[src/rtl/frame_serializer_pkg.sv]
// rtl/frame_serializer_pkg.sv - shared state type and counter sizing for the frame serializer
package frame_serializer_pkg;

  // Frame states; the parity state only exists when parity is built in
  typedef enum logic [2:0] {
    IDLE,
    START,
    DATA,
`ifdef DEFINE_A
    PARITY,
`endif
    STOP
  } state_t;

  // Width of a counter that must hold 0..n-1, never narrower than one bit
  function automatic int cnt_width(input int n);
    return (n <= 2) ? 1 : $clog2(n);
  endfunction

endpackage

[src/rtl/frame_serializer_if.sv]
// rtl/frame_serializer_if.sv - word handshake and serial line bundle for the frame serializer
interface frame_serializer_if #(
  parameter int WIDTH = 10
);

  logic             i_valid;
  logic             o_ready;
  logic [WIDTH-1:0] i_data;
  logic             o_serial;
  logic             o_busy;
`ifdef DEFINE_A
  logic             o_frame_done;
`endif

  // Word source and line observer side
  modport master (
    output i_valid,
    output i_data,
    input  o_ready,
    input  o_serial,
    input  o_busy
`ifdef DEFINE_A
    , input o_frame_done
`endif
  );

  // Serializer side
  modport slave (
    input  i_valid,
    input  i_data,
    output o_ready,
    output o_serial,
    output o_busy
`ifdef DEFINE_A
    , output o_frame_done
`endif
  );

endinterface

[src/rtl/frame_bit_timer.sv]
// rtl/frame_bit_timer.sv - counts clocks within one serial bit and strobes the last one
module frame_bit_timer
  import frame_serializer_pkg::*;
#(
  parameter int CLKS_PER_BIT = 4
) (
  input  logic i_clk,
  input  logic i_rst,
  input  logic clear,
  output logic bit_end
);

  localparam int CW = cnt_width(CLKS_PER_BIT);
  localparam logic [CW-1:0] LAST = CW'(CLKS_PER_BIT - 1);

  logic [CW-1:0] cnt;

  // Strobe is high for the final clock of every bit
  assign bit_end = (cnt == LAST);

  // Counter held at zero while cleared, wraps to zero at the end of each bit
  always_ff @(posedge i_clk or negedge i_rst) begin
    if (!i_rst) begin
      cnt <= '0;
    end else if (clear || bit_end) begin
      cnt <= '0;
    end else begin
      cnt <= cnt + 1'b1;
    end
  end

endmodule

[src/rtl/frame_serializer.sv]
// rtl/frame_serializer.sv - sends one handshaked word per frame as LSB-first async serial
module frame_serializer
  import frame_serializer_pkg::*;
#(
  parameter int WIDTH        = 10,
  parameter int CLKS_PER_BIT = 4,
  parameter int STOP_BITS    = 1
`ifdef DEFINE_A
  , parameter int ODD_PARITY = 0
`endif
) (
  input  logic              i_clk,
  input  logic              i_rst,
  frame_serializer_if.slave bus
);

  localparam int IW = cnt_width(WIDTH);
  localparam int SW = cnt_width(STOP_BITS);
  localparam logic [IW-1:0] IDX_LAST  = IW'(WIDTH - 1);
  localparam logic [SW-1:0] STOP_LAST = SW'(STOP_BITS - 1);

  state_t           state;
  state_t           state_next;
  logic [WIDTH-1:0] shift_reg;
  logic [WIDTH-1:0] shift_next;
  logic [IW-1:0]    idx;
  logic [IW-1:0]    idx_next;
  logic [SW-1:0]    stop_idx;
  logic [SW-1:0]    stop_next;
  logic             serial_next;
  logic             bit_end;
  logic             timer_clear;
  logic             transfer;

  // Handshake uses the registered ready so a word is never taken during the first post-reset cycle
  assign transfer    = bus.i_valid && bus.o_ready;
  // The bit timer restarts from zero for every frame
  assign timer_clear = (state == IDLE);

  frame_bit_timer #(
    .CLKS_PER_BIT (CLKS_PER_BIT)
  ) u_bit_timer (
    .i_clk   (i_clk),
    .i_rst   (i_rst),
    .clear   (timer_clear),
    .bit_end (bit_end)
  );

`ifdef DEFINE_A
  logic parity_q;

  // Parity captured with the word so it stays stable while the word shifts out
  always_ff @(posedge i_clk or negedge i_rst) begin
    if (!i_rst) begin
      parity_q <= 1'b0;
    end else if (transfer) begin
      parity_q <= (^bus.i_data) ^ 1'(ODD_PARITY);
    end
  end

  // Pulse in the final clock of the final stop bit
  assign bus.o_frame_done = (state == STOP) && bit_end && (stop_idx == STOP_LAST);
`endif

  // State, datapath and registered line outputs
  always_ff @(posedge i_clk or negedge i_rst) begin
    if (!i_rst) begin
      state        <= IDLE;
      shift_reg    <= '0;
      idx          <= '0;
      stop_idx     <= '0;
      bus.o_serial <= 1'b1;
      bus.o_ready  <= 1'b0;
      bus.o_busy   <= 1'b0;
    end else begin
      state        <= state_next;
      shift_reg    <= shift_next;
      idx          <= idx_next;
      stop_idx     <= stop_next;
      bus.o_serial <= serial_next;
      bus.o_ready  <= (state_next == IDLE);
      bus.o_busy   <= (state_next != IDLE);
    end
  end

  // Next state, next datapath values and the line level for the next cycle
  always_comb begin
    state_next  = state;
    shift_next  = shift_reg;
    idx_next    = idx;
    stop_next   = stop_idx;
    serial_next = 1'b1;

    case (state)
      IDLE: begin
        if (transfer) begin
          state_next = START;
          shift_next = bus.i_data;
          idx_next   = '0;
          stop_next  = '0;
        end
      end
      START: begin
        if (bit_end) begin
          state_next = DATA;
        end
      end
      DATA: begin
        if (bit_end) begin
          shift_next = shift_reg >> 1;
          if (idx == IDX_LAST) begin
            idx_next = '0;
`ifdef DEFINE_A
            state_next = PARITY;
`else
            state_next = STOP;
`endif
          end else begin
            idx_next = idx + 1'b1;
          end
        end
      end
`ifdef DEFINE_A
      PARITY: begin
        if (bit_end) begin
          state_next = STOP;
        end
      end
`endif
      STOP: begin
        if (bit_end) begin
          if (stop_idx == STOP_LAST) begin
            state_next = IDLE;
            stop_next  = '0;
          end else begin
            stop_next = stop_idx + 1'b1;
          end
        end
      end
      default: begin
        state_next = IDLE;
      end
    endcase

    case (state_next)
      START:   serial_next = 1'b0;
      DATA:    serial_next = shift_next[0];
`ifdef DEFINE_A
      PARITY:  serial_next = parity_q;
`endif
      default: serial_next = 1'b1;
    endcase
  end

endmodule

[src/flat_wrapper.sv]
// flat-port wrapper written by rule: the top's interface ports become plain ports
module frame_serializer_flat import frame_serializer_pkg::*;
#(
  parameter int WIDTH        = 10,
  parameter int CLKS_PER_BIT = 4,
  parameter int STOP_BITS    = 1

)
  (i_clk, i_rst, bus_i_valid, bus_i_data, bus_o_ready, bus_o_serial, bus_o_busy);
  frame_serializer_if #(.WIDTH(WIDTH)) bus_i ();
  input  logic i_clk;
  input  logic i_rst;
  input wire logic [$bits(bus_i.i_valid)-1:0] bus_i_valid;
  input wire logic [$bits(bus_i.i_data)-1:0] bus_i_data;
  output wire logic [$bits(bus_i.o_ready)-1:0] bus_o_ready;
  output wire logic [$bits(bus_i.o_serial)-1:0] bus_o_serial;
  output wire logic [$bits(bus_i.o_busy)-1:0] bus_o_busy;
  assign bus_i.i_valid = bus_i_valid;
  assign bus_i.i_data = bus_i_data;
  assign bus_o_ready = bus_i.o_ready;
  assign bus_o_serial = bus_i.o_serial;
  assign bus_o_busy = bus_i.o_busy;
  frame_serializer #(.WIDTH(WIDTH), .CLKS_PER_BIT(CLKS_PER_BIT), .STOP_BITS(STOP_BITS)) u_core (.i_clk(i_clk), .i_rst(i_rst), .bus(bus_i));
endmodule
[config.mk]
export PLATFORM = sky130hd
export DESIGN_NAME = frame_serializer_flat
export DESIGN_NICKNAME = d
export VERILOG_FILES = /design/src/rtl/frame_serializer_pkg.sv /design/src/rtl/frame_serializer_if.sv /design/src/rtl/frame_bit_timer.sv /design/src/rtl/frame_serializer.sv /design/src/flat_wrapper.sv
export SDC_FILE = /design/constraint.sdc
export NUM_CORES = 1
export LEC_CHECK = 0
export ABC_AREA = 0
export BUFFER_PORTS_ARGS = -buffer_cell sky130_fd_sc_hd__buf_2
export CAP_MARGIN = 40
export CORE_MARGIN = 1.5
export CORE_UTILIZATION = 54
export DETAILED_ROUTE_END_ITERATION = 8
export GPL_ROUTABILITY_DRIVEN = 0
export HOLD_SLACK_MARGIN = 0.06
export PLACE_DENSITY = 0.88
export SYNTH_ARGS = -nofsm -noshare
export SYNTH_HDL_FRONTEND = slang
export SYNTH_SLANG_ARGS = --single-unit
[constraint.sdc]
create_clock -name i_clk -period 2.2 [get_ports i_clk]
set_clock_uncertainty 0.15 [all_clocks]
set_input_delay 0 -clock i_clk [delete_from_list [all_inputs] [get_ports i_clk]]
set_output_delay 0 -clock i_clk [all_outputs]
set_load 0.05 [all_outputs]
==> results.toml <==
[run_status]
status = "complete, no violations"

[finish]
final_nets = 135
flow.area_growth_from_synthesis_pct = 25.0
largest_register_ffs = 10
area_of_all_placed_cells_without_fillers_mm2 = 0.00126
antenna_cells = 0
register_area_um2 = 552
most-common-layout-cells = "21 x dfrtp_1, 15 x buf_2, 13 x dlygate4sd3_1"
post_route_cells_drive_above_1_share_pct = 22.9
fillCellCount = 93
layout.cells.most_common = "dfrtp_1"
multi_input_area_um2 = 387

[drt]
drt_drc_violations_left = 0
detail_route_met3_wl_um = 199
drt_wl_total_mm = 2.68
detailedRoute.firstIterationViolations = 74
num_vias = 886
met1Wirelength_mm = 1.03
wl_per_cell_um = 18.7
met2RoutedLength_mm = 1.38
drt_pass_1_iters = 6
highest_layer = "met4"
post_drt_via_cell_ratio = 6.20
ant_nets = 0

[clocking]
clkLatencyLatePin_ns = 0.31
number_of_clock_sinks = 22
cts.hold.buffers_added = 13
clock-root-buffer = "clkbuf_4"
cts_resized = 0
tritoncts_buffer_count = 3
tritoncts = "built"
post-cts-setup-buffers = 0
cts.htree.levels = 1
cts-root-to-sink-buffers = 2
clkTransAtPathRegs_ns = 0.12

[floorplan]
initial_standard_cell_utilization_of_the_core_pct = 58.0
site_rows = 15
core_area_mm2 = 0.00175
die_area_mm2 = 0.00214
dieWidth_um = 46.3
pin_count = 16
chipHeight_um = 46.3

[logic_synthesis]
combinational_family_with_the_most_area_after_synthesis = "compound AO/OA/AOI/OAI gates"
synth_fa_ha_area_share_pct = 3.71
post_synth_num_cell_types = 37
synthCells = 88
synth_warnings = 0
synthDominantAreaCellType = "dfrtp_1"
synth.net_count = 104
fraction_of_registers_with_async_set_reset_pct = 100
synth_simple_gate_area_share_pct = 14.0
synth-xor-area-share_pct = 0
synth_sequential_area_ratio_pct = 54.5
synth-seq-cells = 22
yosys-top-cells-area = "dfrtp_1 52%, a222oi_1 7.9%, ha_1 3.7%"
synthMuxAreaShare_pct = 0.989
synth_largest_type_area_fraction_pct = 51.9
synth-edff-count = 0
synthFlopType = "dfrtp_1"
synth_area_per_inst_um2 = 11.5
syn_area_mm2 = 0.00101
synth_compound_gate_area_share_pct = 19.2

[global_routing]
grt-ovfl-total = 0
grt_pass1_vias = 855
track_usage_pct = 29.1
grt_max_degree = 22
antenna_found_initial = 0
grt_pass1_wl_mm = 4.10

[worst_hold_path]
whs_path_depth = 4
hold_path.class = "primary input to register"

[sta]
finalHoldViolations = 0
final_max_slew_viol_count = 0
setup-violations-final = 0
tightestPinTransition_ns = 0.610
final.setup.worst_slack_ns = 0.299
finalCritPeriodShare_pct = 86.4
finalWorstPathRequiredPeriod_ns = 1.90
rsz0062_at_grt = "no"
fin_tns_setup_ns = 0
slew_headroom_pct = 59.3
achievable-frequency_ghz = 0.526
hold_ws_ns = 0.149

[worst_setup_path]
cp.required_ns = 2.32
path_max_fanout = 14
reg2reg_depth = 5
cp-start-kind = "register"
setup.worst_path.end_class = "register"
timing.critical_path.arrival_ns = 2.02
timing_worst_setup_path_type = "register to register"

[job]
max_cap_violations = 0

[place]
placed_cell_area_mm2 = 0.00109
portBuffers = 15
place_worst_setup_slack_ns = 0.423
hpwlAfterDp_mm = 1.32

[pwr]
p_leak_uw = 0.000608
power_density_mw_per_mm2 = 757
peakVddDrop_v = 0.000617
[synth_stat cells (2+ instances only)]
library cell,number
dfrtp_1,21
inv_1,10
a222oi_1,8
nand2_1,5
ha_1,3
a21o_1,2
buf_2,2
buf_6,2
nand3_1,2
nand3b_1,2
nor2_1,2
nor3_1,2
nor3b_1,2
o21ai_1,2
[critical path, stage by stage (launching register included)]
cell	delay [ns]
dfrtp_1	0.40
ha_1	0.29
and2_1	0.18
o21ai_2	0.48
o21bai_1	0.21
a21o_1	0.14
[path summary, 6_finish.rpt]
path	slack, ns	end	startpoint
setup / recovery	0.30	u_core.idx[2]	u_core.u_bit_timer.cnt[0]
hold reg to reg	0.30	u_core.u_bit_timer.cnt[0]	u_core.u_bit_timer.cnt[0]
hold / removal	0.15	u_core.bus.o_ready	bus_i_valid
setup reg to reg	0.30	u_core.idx[2]	u_core.u_bit_timer.cnt[0]
min in group asynchronous	0.44	u_core.shift_reg[9]	i_rst
max in group asynchronous	1.10	u_core.u_bit_timer.cnt[0]	i_rst
[layout make-up]
cell class / count / share of cell area, %
tap: 25 / 2.47
multi-input combinational: 51 / 30.6
clock buffer: 4 / 2.08
inverter: 11 / 3.26
timing repair buffer: 30 / 18.0
sequential: 22 / 43.6
[routing by layer]
metal | global-route usage, % | up-vias
met5 | 0 | -
met4 | 13.1 | 0
met3 | 5.49 | 15
met2 | 45.0 | 59
met1 | 39.6 | 431
li1 | - | 381
[cell families (layout without fill, tap and decap cells)]
group                      count (synthesis)  count (layout)
AOI/OAI and AO/OA                         23              23
and+or+nand+nor                           23              23
DFF                                       22              22
buffers and inverters                     15              45
adders and majority gates                  3               3
other                                      1               1
muxes                                      1               1
[through the flow]
step	total power (uW)	std cells	utilization [%]
6_report	958	143	72.5
3_5_place_dp	714	125	62.7
2_1_floorplan	660	88	-
5_1_grt	989	143	72.5
3_3_place_gp	697	125	62.7
4_1_cts	917	142	71.6
[power by group]
group,internal (uW),total (uW),switching (uW)
sequential,477,534,56.5
combinational,96.9,226,130
clock,70.9,198,127
Note: power is estimated with default switching activity, not from simulation.
